`config.mk`:
```
export PLATFORM = sky130hd
export DESIGN_NAME = crc32_rx_check_ctrl
export DESIGN_NICKNAME = d
export VERILOG_FILES = /design/src/rtl/crc32_rx_check_ctrl.sv
export SDC_FILE = /design/constraint.sdc
export NUM_CORES = 1
export LEC_CHECK = 0
export ABC_AREA = 0
export BUFFER_PORTS_ARGS = -buffer_cell sky130_fd_sc_hd__clkbuf_2
export CAP_MARGIN = 0
export CORE_MARGIN = 2
export CORE_UTILIZATION = 40
export CTS_BUF_LIST = sky130_fd_sc_hd__clkbuf_4
export CTS_CLUSTER_DIAMETER = 40
export CTS_CLUSTER_SIZE = 28
export DETAILED_ROUTE_END_ITERATION = 7
export HOLD_SLACK_MARGIN = 0.12
export PLACE_DENSITY = 0.68
export SETUP_SLACK_MARGIN = 0.02
export SYNTH_ARGS = -nofsm -noshare
export SYNTH_HDL_FRONTEND = slang
export SYNTH_SLANG_ARGS = --single-unit
```
`constraint.sdc`:
```
create_clock -name clk_i -period 2.5 [get_ports clk_i]
set_clock_uncertainty 0.1 [all_clocks]
set_input_delay 0.125 -clock clk_i [delete_from_list [all_inputs] [get_ports clk_i]]
set_output_delay 0.125 -clock clk_i [all_outputs]
set_load 0.02 [all_outputs]
```
`src/rtl/crc32_rx_check_ctrl.sv`:
```
// Receive-side sequencer for a byte-wide CRC32 engine.
// Loads the engine seed on start of frame and feeds each accepted byte one
// cycle later. After the last byte it compares the engine value with the
// good-frame residue and pulses a status report. rx_ready_o is dropped
// while the final byte drains through the engine, so the seed load of the
// next frame can never coincide with a data strobe.
module crc32_rx_check_ctrl #(
  parameter logic [31:0] CRC_SEED    = 32'hFFFF_FFFF,
  parameter logic [31:0] CRC_RESIDUE = 32'hC704_DD7B,
  parameter bit          REFLECT_IN  = 1'b1,
  parameter int unsigned MIN_LEN     = 64
) (
  input  logic        clk_i,
  input  logic        rst_n_i,
  input  logic [7:0]  rx_data_i,
  input  logic        rx_valid_i,
  input  logic        rx_sof_i,
  input  logic        rx_eof_i,
  output logic        rx_ready_o,
  output logic        crc_load_o,
  output logic [31:0] crc_init_o,
  output logic        crc_start_o,
  output logic [7:0]  crc_data_o,
  input  logic [31:0] crc_val_i,
  output logic        frame_done_o,
  output logic        frame_good_o,
  output logic        frame_crc_err_o,
  output logic        frame_len_err_o,
  output logic        frame_abort_o,
  output logic [15:0] frame_len_o
);

  typedef enum logic [2:0] {
    ST_IDLE,
    ST_RUN,
    ST_FLUSH,
    ST_CHECK,
    ST_REPORT
  } state_e;

  // Minimum length widened by one bit so a 16-bit count compares cleanly.
  localparam logic [16:0] MIN_LEN_W = 17'(MIN_LEN);

  state_e      state_q, state_d;
  logic [15:0] count_q, count_d;
  logic        abort_q, abort_d;
  logic        start_q, start_d;
  logic [7:0]  data_q, data_d;
  logic        done_q, done_d;
  logic        good_q, good_d;
  logic        crc_err_q, crc_err_d;
  logic        len_err_q, len_err_d;
  logic        abort_flag_q, abort_flag_d;
  logic [15:0] len_q, len_d;

  logic [7:0]  rx_data_rev;
  logic [7:0]  rx_byte;
  logic [15:0] count_inc;
  logic        short_frame;
  logic        residue_ok;

  // Bit-reverse the incoming byte: rx_data_i[0] lands on bit 7.
  for (genvar gi = 0; gi < 8; gi++) begin : g_rev
    assign rx_data_rev[gi] = rx_data_i[7-gi];
  end

  assign rx_byte     = REFLECT_IN ? rx_data_rev : rx_data_i;
  assign count_inc   = (count_q == 16'hFFFF) ? count_q : count_q + 16'd1;
  assign short_frame = ({1'b0, count_q} < MIN_LEN_W);
  assign residue_ok  = (crc_val_i == CRC_RESIDUE);

  assign crc_init_o      = CRC_SEED;
  assign crc_start_o     = start_q;
  assign crc_data_o      = data_q;
  assign frame_done_o    = done_q;
  assign frame_good_o    = good_q;
  assign frame_crc_err_o = crc_err_q;
  assign frame_len_err_o = len_err_q;
  assign frame_abort_o   = abort_flag_q;
  assign frame_len_o     = len_q;

  // State, engine strobe/data and status registers.
  always_ff @(posedge clk_i or negedge rst_n_i) begin
    if (!rst_n_i) begin
      state_q      <= ST_IDLE;
      count_q      <= 16'd0;
      abort_q      <= 1'b0;
      start_q      <= 1'b0;
      data_q       <= 8'd0;
      done_q       <= 1'b0;
      good_q       <= 1'b0;
      crc_err_q    <= 1'b0;
      len_err_q    <= 1'b0;
      abort_flag_q <= 1'b0;
      len_q        <= 16'd0;
    end else begin
      state_q      <= state_d;
      count_q      <= count_d;
      abort_q      <= abort_d;
      start_q      <= start_d;
      data_q       <= data_d;
      done_q       <= done_d;
      good_q       <= good_d;
      crc_err_q    <= crc_err_d;
      len_err_q    <= len_err_d;
      abort_flag_q <= abort_flag_d;
      len_q        <= len_d;
    end
  end

  // Next-state, handshake and engine-control decode.
  always_comb begin
    state_d      = state_q;
    count_d      = count_q;
    abort_d      = abort_q;
    start_d      = 1'b0;
    data_d       = data_q;
    done_d       = 1'b0;
    good_d       = good_q;
    crc_err_d    = crc_err_q;
    len_err_d    = len_err_q;
    abort_flag_d = abort_flag_q;
    len_d        = len_q;
    rx_ready_o   = 1'b0;
    crc_load_o   = 1'b0;

    case (state_q)
      // REPORT behaves like IDLE so a new frame may start on the report cycle.
      ST_IDLE, ST_REPORT: begin
        rx_ready_o = 1'b1;
        state_d    = ST_IDLE;
        if (rx_valid_i && rx_sof_i) begin
          crc_load_o = 1'b1;
          start_d    = 1'b1;
          data_d     = rx_byte;
          count_d    = 16'd1;
          abort_d    = 1'b0;
          state_d    = rx_eof_i ? ST_FLUSH : ST_RUN;
        end
      end
      ST_RUN: begin
        rx_ready_o = 1'b1;
        if (rx_valid_i) begin
          if (rx_sof_i) begin
            // A new SOF kills the current frame; that SOF byte is discarded.
            abort_d = 1'b1;
            state_d = ST_FLUSH;
          end else begin
            start_d = 1'b1;
            data_d  = rx_byte;
            count_d = count_inc;
            if (rx_eof_i) begin
              state_d = ST_FLUSH;
            end
          end
        end
      end
      ST_FLUSH: begin
        // Engine consumes the last byte this cycle.
        state_d = ST_CHECK;
      end
      ST_CHECK: begin
        done_d       = 1'b1;
        len_d        = count_q;
        abort_flag_d = abort_q;
        len_err_d    = short_frame;
        crc_err_d    = !abort_q && !residue_ok;
        good_d       = !abort_q && residue_ok && !short_frame;
        state_d      = ST_REPORT;
      end
      default: begin
        state_d = ST_IDLE;
      end
    endcase
  end

endmodule
```
Word-level counts from Yosys, hierarchy flattened. Index checks and enable logic that the tools add are counted. W data, S select, Z words.

Register bits after elaboration: 50. Bits in read-only memories: 0. Bits in latches: 0. Logic and storage cells: 66. RAM bits: 0. Memories kept: 0. Bits of input ports: 45. Output and inout port bits: 64.

Muxes and demuxes: 26. Eq/ne operators: 12. $add $sub $neg: 1. Shift-type cells: 0. Magnitude comparators: 1. Div/mod/pow operators: 0. Bitwise operators: 0. Multipliers: 0. Reductions and logical operators: 15.

Operators by type and width (count): $mux W16 (4); $eq A32 B32 Y1 const B (1); $pmux W16 S2 (1); $mux W8 (3); $add A16 B1 Y16 const B (1); $eq A16 B16 Y1 const B (1); $lt A16 B7 Y1 const B (1); $pmux W8 S2 (1); $pmux W3 S4 (1); $ne A2 B2 Y1 const B (5); $mux W1 (9); $mux W3 (3); $reduce_and A4 Y1 (2); $eq A3 B2 Y1 const B (2); $reduce_and A5 Y1 (1); $logic_and A1 B1 Y1 (4); $mux W2 (2); $pmux W1 S2 (2); $eq A3 B1 Y1 const B (1); $eq A3 B3 Y1 const B (1); $logic_not A1 Y1 (3); $logic_not A3 Y1 (1); $ne A3 B3 Y1 const B (1); $reduce_or A3 Y1 (1); 3 further kinds (3).

Longest topological paths before layout. Gate-level depths: netlist of run 1.

Depth after elaboration: 5. Depth in mapped cells: 6. Depth with buffers taken out: 5.

Worst setup path before layout of run 1. No wires, ideal clock.

Path type: flip-flop to flip-flop. Start: register count_q[8]. End: register count_q[15]. Path buffers: 0. Path slack: 0.612 ns. Period minus slack after synthesis: 1.888 ns. Required time: 2.312 ns. Cell stages (with the launch flop): 5. Arrival: 1.699 ns. Setup time: 0.088 ns. Cell sequence: dfrtp_1 -> nand4_2 -> or4_4 -> or4_1 -> o211ai_1.

Longest elaborated chain between the ends: 5. Elaborated cells on any way between the ends: 8. Those cells by class: 1 x add/sub; 2 x eq/ne; 4 x mux; 1 x reduce/logical.

Ends and longest elaborated chain: start: declaration (RTL line 45) `logic [15:0] count_q, count_d;`; start signal: assignment (RTL line 98) `count_q <= count_d;`; $add A16 B1 Y16 (RTL line 68) `assign count_inc = (count_q == 16'hFFFF) ? count_q : count_q + 16'd1;`; $mux W16 (RTL line 68); $mux W16 (RTL line 144) `if (rx_sof_i) begin`; $mux W16 (RTL line 143) `if (rx_valid_i) begin`; $pmux W16 S2 (RTL line 127) `case (state_q)`.

Parallel ways exist; a longest one is shown, timed or not. The select of a mux whose other input is x is not followed. A chain may end at the register's enable or synchronous reset.

Final worst setup path of run 1.
Start: input crc_val_i[23]. End: register good_q (netlist: frame_good_o).

Longest elaborated chain between the ends: 3.

Ends and longest elaborated chain: start: declaration (RTL line 24) `input logic [31:0] crc_val_i,`; $eq A32 B32 Y1 (RTL line 70) `assign residue_ok = (crc_val_i == CRC_RESIDUE);`; $logic_and A1 B1 Y1 (2 in series) (RTL line 168) `good_d = !abort_q && residue_ok && !short_frame;`; end signal: assignment (RTL line 103) `good_q <= good_d;`; end: declaration (RTL line 50) `logic good_q, good_d;`.

Every way passes these cells.

==> results_tabular.tex, run 1 <==
\begin{tabular}{lr}
\hline
Metric & Value \\
\hline
\multicolumn{2}{l}{\textbf{Synth}} \\
\quad Warnings, synthesis & 0 \\
\quad Average instance area after synthesis & about 9.5 um\^{}2 \\
\quad Post-synthesis simple-gate area fraction & 0.227 \\
\quad Area fraction of the dominant cell type after synthesis & 0.480 \\
\quad Cell type with the highest aggregate area in the netlist & sky130\_fd\_sc\_hd\_\_dfrtp\_1 \\
\quad Post-synthesis register bit count & 50 \\
\quad Multiplexer share of the synthesized area & 0.0427 \\
\quad Largest family of logic cells by synthesized area & simple AND/OR/NAND/NOR gates \\
\quad Post-Synthesis Cell Area & about 0.0026 mm\^{}2 \\
\quad Instance count of the mapped netlist & 274 \\
\quad Synth top area cells & sky130\_fd\_sc\_hd\_\_dfrtp\_1 (48\%), sky130\_fd\_sc\_hd\_\_buf\_4 (9.2\%), sky130\_fd\_sc\_hd\_\_nand2\_1 (8.3\%), sky130\_fd\_sc\_hd\_\_mux2\_2 (3.9\%), sky130\_fd\_sc\_hd\_\_o21ai\_0 (3.1\%) \\
\quad Fraction of the mapped netlist area in adder cells & 0.00480 \\
\quad Share of the synthesized netlist area taken by xor and xnor gates & 0 \\
\quad Commonest register cell after synthesis & sky130\_fd\_sc\_hd\_\_dfrtp\_1 \\
\quad Share of synthesized registers carrying an async set or reset & 1.00 \\
\quad Commonest cells post-synth & sky130\_fd\_sc\_hd\_\_nand2\_1 (58), sky130\_fd\_sc\_hd\_\_dfrtp\_1 (50), sky130\_fd\_sc\_hd\_\_buf\_4 (32) \\
\quad Library cell with the highest instance count after synthesis & sky130\_fd\_sc\_hd\_\_nand2\_1 \\
\quad Count of unique library cells instantiated by Yosys & 44 \\
\quad Sequential cell area fraction in the yosys report & 0.480 \\
\quad Fraction of the mapped netlist area in compound gates & 0.123 \\
\quad Count of flip-flops with a built-in enable after synthesis & 0 \\
\multicolumn{2}{l}{\textbf{Power and ir drop}} \\
\quad Worst IR Drop VDD & approximately 420 uV \\
\quad Power per standard cell area & between 800 and 900 mW/mm\^{}2 \\
\quad Lkg Pwr & 1.61 nW \\
\multicolumn{2}{l}{\textbf{Place}} \\
\quad Last weighted congestion value of the routability-driven placer & 0.898 \\
\quad Buffers added on ports & 76 \\
\quad Half-perimeter wire length after detailed placement & roughly 4300 um \\
\multicolumn{2}{l}{\textbf{Drt}} \\
\quad Via-per-instance ratio & 4.93 \\
\quad Residual DRC count & 0 \\
\quad Via Count & between 2k and 2.5k \\
\quad Final Routed Wirelength & just under 6000 um \\
\quad Number of nets with antenna violations after detailed routing & 0 \\
\quad Pre-Repair DR Iteration Count & 5 \\
\quad DR iter-0 viols & 140 \\
\quad Post-DR wirelength/cell & approximately 13 um \\
\multicolumn{2}{l}{\textbf{Worst setup path}} \\
\quad Cell with the largest stage delay on the worst path & sky130\_fd\_sc\_hd\_\_dlygate4sd3\_1 \\
\quad Max incr delay on CP & roughly 0.60 ns \\
\quad CP Launch Type & primary input \\
\quad Req. time, crit path & approximately 2.7 ns \\
\quad Worst path cell trace & dlygate4sd3\_1, clkbuf\_2, nor4\_1, dlygate4sd3\_1, nand4\_1, dlygate4sd3\_1, o41ai\_1 \\
\quad Critical path capture point type & flip-flop \\
\quad Critical Path Most Common Cell & sky130\_fd\_sc\_hd\_\_dlygate4sd3\_1 \\
\quad Worst EP arrival & between 2 and 2.5 ns \\
\quad Worst Path Max Fanout & 2 \\
\quad Setup CP Type & primary input to flip-flop \\
\multicolumn{2}{l}{\textbf{Floorplan}} \\
\quad DIE AREA & just over 0.007 mm\^{}2 \\
\quad Width of the die & about 85 um \\
\quad Total number of placement rows & 29 \\
\quad Standard cell core area & roughly 0.0063 mm\^{}2 \\
\quad I/O pin count & between 100 and 150 \\
\quad Die Ht & $\sim$85 um \\
\quad Starting density of the core & 0.413 \\
\multicolumn{2}{l}{\textbf{Timing}} \\
\quad Max-Slew Margin vs Limit & 0.547 \\
\quad Number of max-slew violations in the final report & 0 \\
\quad RSZ-0062 raised after global routing & no \\
\quad Fraction of the cycle the final worst path needs & 0.933 \\
\quad Setup TNS & 0 ns \\
\quad Actual transition at the worst max-transition pin & around 0.68 ns \\
\quad Number of setup violations in the final report & 0 \\
\quad Number of hold violations in the final report & 0 \\
\quad Final worst path period need & between 2 and 2.5 ns \\
\quad Worst hold margin & 0.252 ns \\
\quad Max Fclk & 429 MHz \\
\multicolumn{2}{l}{\textbf{GRT}} \\
\quad Wire length of the first global-routing pass & just under 10000 um \\
\quad Pin count of the biggest net entering global routing & 40 \\
\quad Number of global-route vias before repair & between 2k and 2.5k \\
\quad Global routing usage summed across all routing layers & 0.166 \\
\quad Antenna violations before repair & 0 \\
\quad Total global routing overflow & 0 \\
\multicolumn{2}{l}{\textbf{Clock network}} \\
\quad CTS HTree Levels & 2 \\
\quad CTS Root Cell & sky130\_fd\_sc\_hd\_\_clkbuf\_4 \\
\quad Later-pin clock latency in the skew report & roughly 0.37 ns \\
\quad Resized cells post-CTS & 0 \\
\quad CTS tree & built \\
\quad Postcts setup bufs & 0 \\
\quad Number of buffers created by CTS & 5 \\
\quad Post-CTS Hold Buffers & 17 \\
\quad Maximum number of buffers from clock root to sink & 2 \\
\quad Register clock-pin slew on the reported worst setup and hold paths & roughly 0.15 ns \\
\quad Total clock sinks & 50 \\
\multicolumn{2}{l}{\textbf{Layout}} \\
\quad Final net count & between 400 and 500 \\
\quad Relative area change from synthesis to final layout & 22.8\% \\
\quad Number of antenna diodes & 0 \\
\quad Ratio of cells with drive above 1 in the final layout & 0.280 \\
\multicolumn{2}{l}{\textbf{Hold path}} \\
\quad Worst hold path type & primary input to async pin \\
\multicolumn{2}{l}{\textbf{Run}} \\
\quad Max-capacitance violation count & 0 \\
\multicolumn{2}{l}{\textbf{Status}} \\
\quad Outcome & complete, no violations \\
\hline
\end{tabular}
==> where the power goes <==
group | internal [mW] | switching, mW
combinational | 0.452 | 0.699
sequential | 1.05 | 0.216
clock | 0.105 | 0.250
total | 1.61 | 1.16
==> path summary, 6_finish.rpt <==
check	end	cells after the start	slack, ns	from
worst min-delay path	count_q[9]$_DFFE_PN0P_	3	0.25	rst_n_i
worst max register to register	count_q[0]$_DFFE_PN0P_	6	0.40	count_q[0]$_DFFE_PN0P_
min in group clk_i	frame_len_o[5]$_DFFE_PN0P_	2	0.39	frame_len_o[5]$_DFFE_PN0P_
worst max-delay path	frame_good_o$_DFFE_PN0P_	7	0.17	crc_val_i[23]
max in group asynchronous	state_q[2]$_DFFE_PN0P_	3	1.27	rst_n_i
worst min register to register	frame_len_o[5]$_DFFE_PN0P_	2	0.39	frame_len_o[5]$_DFFE_PN0P_
==> layout by cell type (no fill, tap or decap), types with 5 or more instances in the layout <==
cell type                       instances
sky130_fd_sc_hd__clkbuf_2              76
sky130_fd_sc_hd__nand2_1               58
sky130_fd_sc_hd__dfrtp_1               50
sky130_fd_sc_hd__conb_1                32
sky130_fd_sc_hd__dlygate4sd3_1         17
sky130_fd_sc_hd__o21ai_0               15
sky130_fd_sc_hd__inv_1                  9
sky130_fd_sc_hd__mux2_2                 9
sky130_fd_sc_hd__buf_4                  8
sky130_fd_sc_hd__a21oi_1                7
sky130_fd_sc_hd__nand3_1                7
sky130_fd_sc_hd__nor4_1                 6
sky130_fd_sc_hd__o22a_1                 6
sky130_fd_sc_hd__nor3_1                 6
sky130_fd_sc_hd__nor2b_1                5
sky130_fd_sc_hd__nand4b_1               5
sky130_fd_sc_hd__clkbuf_4               5
==> critical path: cells and delay by family <==
| kind | cells | cell delay, ns |
|---|---|---|
| buf+inv | 4 | 1.81 |
| simple gates | 2 | 0.26 |
| compound gates | 1 | 0.31 |
==> stage by stage <==
step / std cells / util / setup slack (ns) / total power [mW] / cell area [um^2]
2_1_floorplan: 305 / - / 0.612 / 2.04 / 2720
3_3_place_gp: 424 / 0.472 / 0.539 / 2.39 / 2980
3_5_place_dp: 424 / 0.472 / 0.452 / 2.41 / 2980
4_1_cts: 449 / 0.507 / 0.178 / 2.80 / 3200
5_1_grt: 449 / 0.507 / 0.0419 / 2.98 / 3200
6_report: 449 / 0.507 / 0.167 / 2.77 / 3200
==> cells by family (layout without fill, tap and decap cells) <==
group                      Yosys count  after routing
AOI/OAI and AO/OA                   48             48
and+or+nand+nor                    113            113
muxes                               10             10
DFF                                 50             50
buffers and inverters               51            118
other                                1             32
adders and majority gates            1              1
==> registers in the layout, indices dropped and copies added, names as in the netlist <==
signal and flops:
crc_start_o 1, count_q 16, state_q 3, frame_abort_o 1, crc_data_o 8, frame_good_o 1
frame_crc_err_o 1, frame_done_o 1, abort_q 1, frame_len_o 16, frame_len_err_o 1
==> metal layers <==
layer  vias up  track usage  share of wire
met2        59        0.282           0.50
met4         0       0.0534          0.013
met3         9       0.0403          0.051
met1      1049        0.207           0.43
met5         -            0              0
li1       1097            -              -
==> layout make-up <==
type | instances | area [um^2]
clock inverters | 3 | 16.3
fillers | 626 | 3110
multi-input cells | 204 | 1160
well taps | 77 | 96.3
flip-flops and latches | 50 | 1250
repair buffers | 101 | 611
clock buffers | 5 | 37.5
inverters | 9 | 33.8
No activity file was read; power rests on OpenSTA's default activity.
==> inputs of run 2 (changes only) <==
- CORE_MARGIN: 2 -> 5
- clock period: 2.5 -> 3 ns (I/O delays scaled with it)
==> run 2 against run 1 <==
  * Sequential share of layout area is 0.15 points lower
  * Final cell count is 0.89% lower
  * Cell area up 0.39%
  * Critical path type unchanged
  * Largest power group unchanged
==> results_tabular.tex, run 2 (synthesized netlist as in run 1, its figures left out) <==
\begin{tabular}{lr}
\hline
Metric & Value \\
\hline
\multicolumn{2}{l}{\textbf{Power and ir drop}} \\
\quad Total power consumption of the routed design & between 2 and 2.5 mW \\
\quad P\_int & between 1 and 1.5 mW \\
\quad Lkg Pwr & about 1.6 nW \\
\quad Gate power share & 0.384 \\
\quad Switching part of the total & 0.394 \\
\quad Portion of total power attributed to sequential cells & 0.428 \\
\quad Power spent charging and discharging nets & 0.972 mW \\
\quad Fraction of power consumed by the clock network & 0.187 \\
\quad Worst IR Drop VDD & approximately 370 uV \\
\quad Power per standard cell area & $\sim$770 mW/mm\^{}2 \\
\multicolumn{2}{l}{\textbf{Worst setup path}} \\
\quad CP Launch Type & primary input \\
\quad Worst path cell trace & dlygate4sd3\_1, clkbuf\_2, nor4\_1, dlygate4sd3\_1, nand4\_1, dlygate4sd3\_1, o41ai\_1 \\
\quad Buf/Inv on CP & 4 \\
\quad Cell with the largest stage delay on the worst path & sky130\_fd\_sc\_hd\_\_dlygate4sd3\_1 \\
\quad Setup CP Type & primary input to flip-flop \\
\quad Critical path capture point type & flip-flop \\
\quad Critical Path Most Common Cell & sky130\_fd\_sc\_hd\_\_dlygate4sd3\_1 \\
\quad Worst Path Max Fanout & 2 \\
\quad Max incr delay on CP & between 0.5 and 0.6 ns \\
\quad Top delay family on crit path & buffers and inverters \\
\quad Worst EP arrival & $\sim$2.5 ns \\
\quad Req. time, crit path & $\sim$3.2 ns \\
\multicolumn{2}{l}{\textbf{Drt}} \\
\quad Via-per-instance ratio & roughly 5 \\
\quad Pre-Repair DR Iteration Count & 4 \\
\quad Residual DRC count & 0 \\
\quad DR iter-0 viols & 108 \\
\quad Final Routed Wirelength & roughly 6000 um \\
\quad Post-DR wirelength/cell & between 10 and 15 um \\
\quad Via Count & about 2.2k \\
\quad Number of nets with antenna violations after detailed routing & 0 \\
\multicolumn{2}{l}{\textbf{Timing}} \\
\quad Worst hold margin & 0.215 ns \\
\quad Number of hold violations in the final report & 0 \\
\quad Fraction of the cycle the final worst path needs & 0.760 \\
\quad Max-Slew Margin vs Limit & 0.550 \\
\quad Setup TNS & 0 ns \\
\quad Final Worst Setup Slack & approximately 0.72 ns \\
\quad Actual transition at the worst max-transition pin & between 0.6 and 0.7 ns \\
\quad Number of max-slew violations in the final report & 0 \\
\quad Final worst path period need & about 2.3 ns \\
\quad Number of setup violations in the final report & 0 \\
\quad RSZ-0062 raised after global routing & no \\
\quad Max Fclk & 439 MHz \\
\multicolumn{2}{l}{\textbf{Clock network}} \\
\quad Total clock sinks & 50 \\
\quad Number of buffers created by CTS & 5 \\
\quad Post-CTS Hold Buffers & 15 \\
\quad CTS tree & built \\
\quad Postcts setup bufs & 0 \\
\quad Resized cells post-CTS & 0 \\
\quad CTS Root Cell & sky130\_fd\_sc\_hd\_\_clkbuf\_4 \\
\quad Register clock-pin slew on the reported worst setup and hold paths & between 0.1 and 0.15 ns \\
\quad CTS HTree Levels & 2 \\
\quad Later-pin clock latency in the skew report & $\sim$0.37 ns \\
\quad Maximum number of buffers from clock root to sink & 2 \\
\multicolumn{2}{l}{\textbf{Floorplan}} \\
\quad Starting density of the core & 0.411 \\
\quad DIE AREA & between 0.008 and 0.009 mm\^{}2 \\
\quad Die Ht & 90.7 um \\
\quad I/O pin count & 109 \\
\quad Standard cell core area & 0.00635 mm\^{}2 \\
\quad Width of the die & $\sim$91 um \\
\quad Total number of placement rows & 29 \\
\multicolumn{2}{l}{\textbf{GRT}} \\
\quad Antenna violations before repair & 0 \\
\quad Wire length of the first global-routing pass & approximately 10000 um \\
\quad Pin count of the biggest net entering global routing & 28 \\
\quad Number of global-route vias before repair & 2224 \\
\quad Total global routing overflow & 0 \\
\quad Global routing usage summed across all routing layers & 0.148 \\
\multicolumn{2}{l}{\textbf{Layout}} \\
\quad Ratio of cells with drive above 1 in the final layout & 0.277 \\
\quad Most common cell after layout, fill and taps aside & sky130\_fd\_sc\_hd\_\_clkbuf\_2 \\
\quad Design area & 0.00322 mm\^{}2 \\
\quad Number of antenna diodes & 0 \\
\quad Final net count & between 400 and 500 \\
\quad Top library cells by usage in the layout, fill and taps aside & sky130\_fd\_sc\_hd\_\_clkbuf\_2 (76), sky130\_fd\_sc\_hd\_\_nand2\_1 (58), sky130\_fd\_sc\_hd\_\_dfrtp\_1 (50) \\
\quad Final design utilization & 0.506 \\
\quad Relative area change from synthesis to final layout & 23.3\% \\
\quad Layout Cells excl Fill & $\sim$450 \\
\quad Fill cells & a little over 600 \\
\multicolumn{2}{l}{\textbf{Place}} \\
\quad DP Cell Count & roughly 420 \\
\quad Buffers added on ports & 76 \\
\quad Placement-stage worst setup slack & roughly 0.93 ns \\
\quad Half-perimeter wire length after detailed placement & roughly 4600 um \\
\quad Last weighted congestion value of the routability-driven placer & between 0.8 and 0.9 \\
\quad Placement-stage cell area & roughly 0.003 mm\^{}2 \\
\multicolumn{2}{l}{\textbf{Run}} \\
\quad Max-capacitance violation count & 0 \\
\multicolumn{2}{l}{\textbf{Status}} \\
\quad Outcome & complete, no violations \\
\multicolumn{2}{l}{\textbf{Hold path}} \\
\quad Worst hold path type & primary input to async pin \\
\hline
\end{tabular}
run 2: path summary, 6_finish.rpt:
kind | from | end | slack (ns) | depth (start not counted)
min reg2reg | frame_len_o[12]$_DFFE_PN0P_ | frame_len_o[12]$_DFFE_PN0P_ | 0.39 | 2
max in group asynchronous | rst_n_i | count_q[11]$_DFFE_PN0P_ | 1.80 | 3
max reg2reg | state_q[0]$_DFFE_PN0P_ | count_q[15]$_DFFE_PN0P_ | 0.91 | 5
max | crc_val_i[22] | frame_good_o$_DFFE_PN0P_ | 0.72 | 7
min in group clk_i | frame_len_o[12]$_DFFE_PN0P_ | frame_len_o[12]$_DFFE_PN0P_ | 0.39 | 2
min | rst_n_i | crc_start_o$_DFF_PN0_ | 0.21 | 2
run 2: cell type report:
| class | instances | area [um^2] | share of cell area |
|---|---|---|---|
| clock inverter | 3 | 63.8 | 0.0198 |
| timing repair buffer | 97 | 576 | 0.179 |
| sequential | 50 | 1250 | 0.389 |
| multi-input combinational | 204 | 1160 | 0.360 |
| tap | 77 | 96.3 | 0.0300 |
| clock buffer | 5 | 37.5 | 0.0117 |
| inverter | 9 | 33.8 | 0.0105 |
run 2: power groups by stage:
stage / clock (mW) / combinational, mW / sequential (mW)
finish: 0.462 / 0.949 / 1.06
global route: 0.502 / 1.05 / 1.09
CTS: 0.475 / 0.960 / 1.06
detailed placement: 0 / 0.944 / 1.07
global placement: 0 / 0.929 / 1.06
floorplan: 0 / 0.514 / 1.18
run 2: layer usage:
layer | wire, um | track usage | share of wire | up-vias
met5 | 0 | 0 | 0 | -
met4 | 132 | 0.0571 | 0.022 | 0
met1 | 2530 | 0.175 | 0.42 | 1051
met3 | 324 | 0.0358 | 0.054 | 15
met2 | 3040 | 0.257 | 0.50 | 63
li1 | - | - | - | 1090
==> inputs of run 3 (changes only) <==
- clock period: 3 -> 2.3 ns (I/O delays scaled with it)
==> run 3 against run 2 <==
  * Sequential cell count unchanged
  * Sequential power up 30%
  * Register-to-register slack worse by 0.68 ns
  * Hold slack worse by 0.12 ns
  * Combinational power up 34%
  * Cell area up 2.1%
  * Setup slack worse by 0.49 ns
  * Via count up 3.2%
==> results_tabular.tex, run 3 (synthesized netlist as in run 1, its figures left out) <==
\begin{tabular}{lr}
\hline
Metric & Value \\
\hline
\multicolumn{2}{l}{\textbf{Timing}} \\
\quad Number of setup violations in the final report & 0 \\
\quad Final worst path period need & roughly 2.1 ns \\
\quad Max-Slew Margin vs Limit & 0.594 \\
\quad Number of hold violations in the final report & 0 \\
\quad Final Worst Setup Slack & between 0.2 and 0.25 ns \\
\quad RSZ-0062 raised after global routing & no \\
\quad Actual transition at the worst max-transition pin & 0.609 ns \\
\quad Max Fclk & between 400 and 500 MHz \\
\quad Setup TNS & 0 ns \\
\quad Number of max-slew violations in the final report & 0 \\
\quad Fraction of the cycle the final worst path needs & 0.899 \\
\multicolumn{2}{l}{\textbf{Power and ir drop}} \\
\quad Worst IR Drop VDD & roughly 640 uV \\
\quad P\_int & about 1.9 mW \\
\quad Switching part of the total & 0.407 \\
\quad Gate power share & 0.403 \\
\quad Lkg Pwr & 1.66 nW \\
\quad Power per standard cell area & just under 1000 mW/mm\^{}2 \\
\quad Portion of total power attributed to sequential cells & 0.438 \\
\quad Fraction of power consumed by the clock network & 0.159 \\
\quad Power spent charging and discharging nets & between 1 and 1.5 mW \\
\multicolumn{2}{l}{\textbf{Floorplan}} \\
\quad Standard cell core area & around 0.0063 mm\^{}2 \\
\quad I/O pin count & 109 \\
\quad Width of the die & slightly above 90 um \\
\quad Starting density of the core & 0.411 \\
\quad Die Ht & 90.7 um \\
\quad Total number of placement rows & 29 \\
\quad DIE AREA & 0.00823 mm\^{}2 \\
\multicolumn{2}{l}{\textbf{Clock network}} \\
\quad Maximum number of buffers from clock root to sink & 2 \\
\quad CTS tree & built \\
\quad Number of buffers created by CTS & 5 \\
\quad Total clock sinks & 50 \\
\quad Later-pin clock latency in the skew report & $\sim$0.36 ns \\
\quad CTS Root Cell & sky130\_fd\_sc\_hd\_\_clkbuf\_4 \\
\quad Register clock-pin slew on the reported worst setup and hold paths & between 0.1 and 0.15 ns \\
\quad Postcts setup bufs & 0 \\
\quad CTS HTree Levels & 2 \\
\multicolumn{2}{l}{\textbf{Worst setup path}} \\
\quad Setup CP Type & flip-flop to flip-flop \\
\quad Worst EP arrival & about 2.3 ns \\
\quad Worst Path Max Fanout & 7 \\
\quad Req. time, crit path & about 2.5 ns \\
\quad Critical path capture point type & flip-flop \\
\quad CP Launch Type & flip-flop \\
\multicolumn{2}{l}{\textbf{Run}} \\
\quad Max-capacitance violation count & 0 \\
\multicolumn{2}{l}{\textbf{Layout}} \\
\quad Final net count & 422 \\
\quad Ratio of cells with drive above 1 in the final layout & 0.284 \\
\quad Top library cells by usage in the layout, fill and taps aside & sky130\_fd\_sc\_hd\_\_clkbuf\_2 (76), sky130\_fd\_sc\_hd\_\_nand2\_1 (58), sky130\_fd\_sc\_hd\_\_dfrtp\_1 (50) \\
\quad Fill cells & roughly 590 \\
\quad Number of antenna diodes & 0 \\
\quad Relative area change from synthesis to final layout & 25.9\% \\
\quad Most common cell after layout, fill and taps aside & sky130\_fd\_sc\_hd\_\_clkbuf\_2 \\
\quad Design area & $\sim$0.0033 mm\^{}2 \\
\multicolumn{2}{l}{\textbf{GRT}} \\
\quad Antenna violations before repair & 0 \\
\quad Global routing usage summed across all routing layers & 0.153 \\
\quad Number of global-route vias before repair & 2254 \\
\quad Pin count of the biggest net entering global routing & 25 \\
\quad Total global routing overflow & 0 \\
\quad Wire length of the first global-routing pass & around 11000 um \\
\multicolumn{2}{l}{\textbf{Hold path}} \\
\quad Worst hold path type & primary input to flip-flop \\
\multicolumn{2}{l}{\textbf{Place}} \\
\quad Placement-stage worst setup slack & between 0.2 and 0.3 ns \\
\quad Last weighted congestion value of the routability-driven placer & $\sim$0.9 \\
\quad Placement-stage cell area & 0.00299 mm\^{}2 \\
\quad Half-perimeter wire length after detailed placement & approximately 4600 um \\
\quad Buffers added on ports & 76 \\
\multicolumn{2}{l}{\textbf{Drt}} \\
\quad Final Routed Wirelength & 6330 um \\
\quad Residual DRC count & 0 \\
\quad DR iter-0 viols & around 150 \\
\quad Pre-Repair DR Iteration Count & 4 \\
\quad Post-DR wirelength/cell & 14.0 um \\
\quad Via Count & between 2k and 2.5k \\
\quad Via-per-instance ratio & between 5 and 6 \\
\quad Number of nets with antenna violations after detailed routing & 0 \\
\multicolumn{2}{l}{\textbf{Status}} \\
\quad Outcome & complete, no violations \\
\hline
\end{tabular}
run 3: cell count changes in the layout (fill, tap and decap cells not counted):
cell,delta
sky130_fd_sc_hd__clkinv_1,-1
sky130_fd_sc_hd__clkinv_2,+2
sky130_fd_sc_hd__dlygate4sd3_1,+6
sky130_fd_sc_hd__bufinv_16,-1
sky130_fd_sc_hd__o41ai_2,+1
sky130_fd_sc_hd__o41ai_1,-1
sky130_fd_sc_hd__buf_4,+3
run 3: worst max-delay path, stage by stage (launching register included):
cell,delay (ns)
sky130_fd_sc_hd__dfrtp_1,0.46
sky130_fd_sc_hd__ha_1,0.24
sky130_fd_sc_hd__nand4_1,0.17
sky130_fd_sc_hd__nor4_2,0.38
sky130_fd_sc_hd__buf_4,0.22
sky130_fd_sc_hd__a21oi_1,0.20
sky130_fd_sc_hd__a31oi_1,0.23
run 3: path summary, 6_finish.rpt:
kind / slack, ns / cells past startpoint / to / start
max reg2reg: 0.23 / 6 / count_q[11]$_DFFE_PN0P_ / count_q[0]$_DFFE_PN0P_
min in group asynchronous: 0.16 / 2 / frame_len_o[10]$_DFFE_PN0P_ / rst_n_i
min reg2reg: 0.39 / 2 / frame_len_o[9]$_DFFE_PN0P_ / frame_len_o[9]$_DFFE_PN0P_
max in group asynchronous: 1.31 / 3 / count_q[1]$_DFFE_PN0P_ / rst_n_i
max: 0.23 / 6 / count_q[11]$_DFFE_PN0P_ / count_q[0]$_DFFE_PN0P_
min: 0.09 / 5 / frame_good_o$_DFFE_PN0P_ / crc_val_i[26]
run 3: stage by stage:
stage	util	total power [mW]	hold WS (ns)	cells
after floorplan	-	2.21	-0.281	305
after global placement	0.470	2.60	0.0436	425
after detailed placement	0.470	2.63	0.0476	425
after CTS	0.508	3.17	0.167	449
after global routing	0.517	3.38	0.112	454
final	0.517	3.15	0.0912	454
run 3: layout make-up:
class / instances / area, um^2 / share of cell area
timing repair buffer: 106 / 658 / 0.201
clock buffer: 5 / 37.5 / 0.0114
multi-input combinational: 204 / 1160 / 0.355
tap: 77 / 96.3 / 0.0294
inverter: 9 / 33.8 / 0.0103
sequential: 50 / 1250 / 0.381
clock inverter: 3 / 40.0 / 0.0122
run 3: power groups by stage:
stage          clock network, mW  logic [mW]  registers [mW]
6_report                   0.500        1.27            1.38
5_1_grt                    0.551        1.40            1.42
4_1_cts                    0.521        1.28            1.38
3_5_place_dp                   0        1.24            1.40
3_3_place_gp                   0        1.21            1.39
2_1_floorplan                  0       0.671            1.54
run 3: layer usage:
metal | share of wire | wire (um) | track usage
met4 | 0.020 | 125 | 0.0533
met2 | 0.52 | 3320 | 0.275
met5 | 0 | 0 | 0
met3 | 0.063 | 400 | 0.0342
met1 | 0.39 | 2480 | 0.178
run 3: repair_timing:
| item | 4_1_cts | 5_1_grt |
|---|---|---|
| resized for setup | 0 | 1 |
| hold buffers | 16 | 6 |
| setup endpoints to repair | 0 | 1 |
| endpoints found under the hold margin | 48 | 2 |
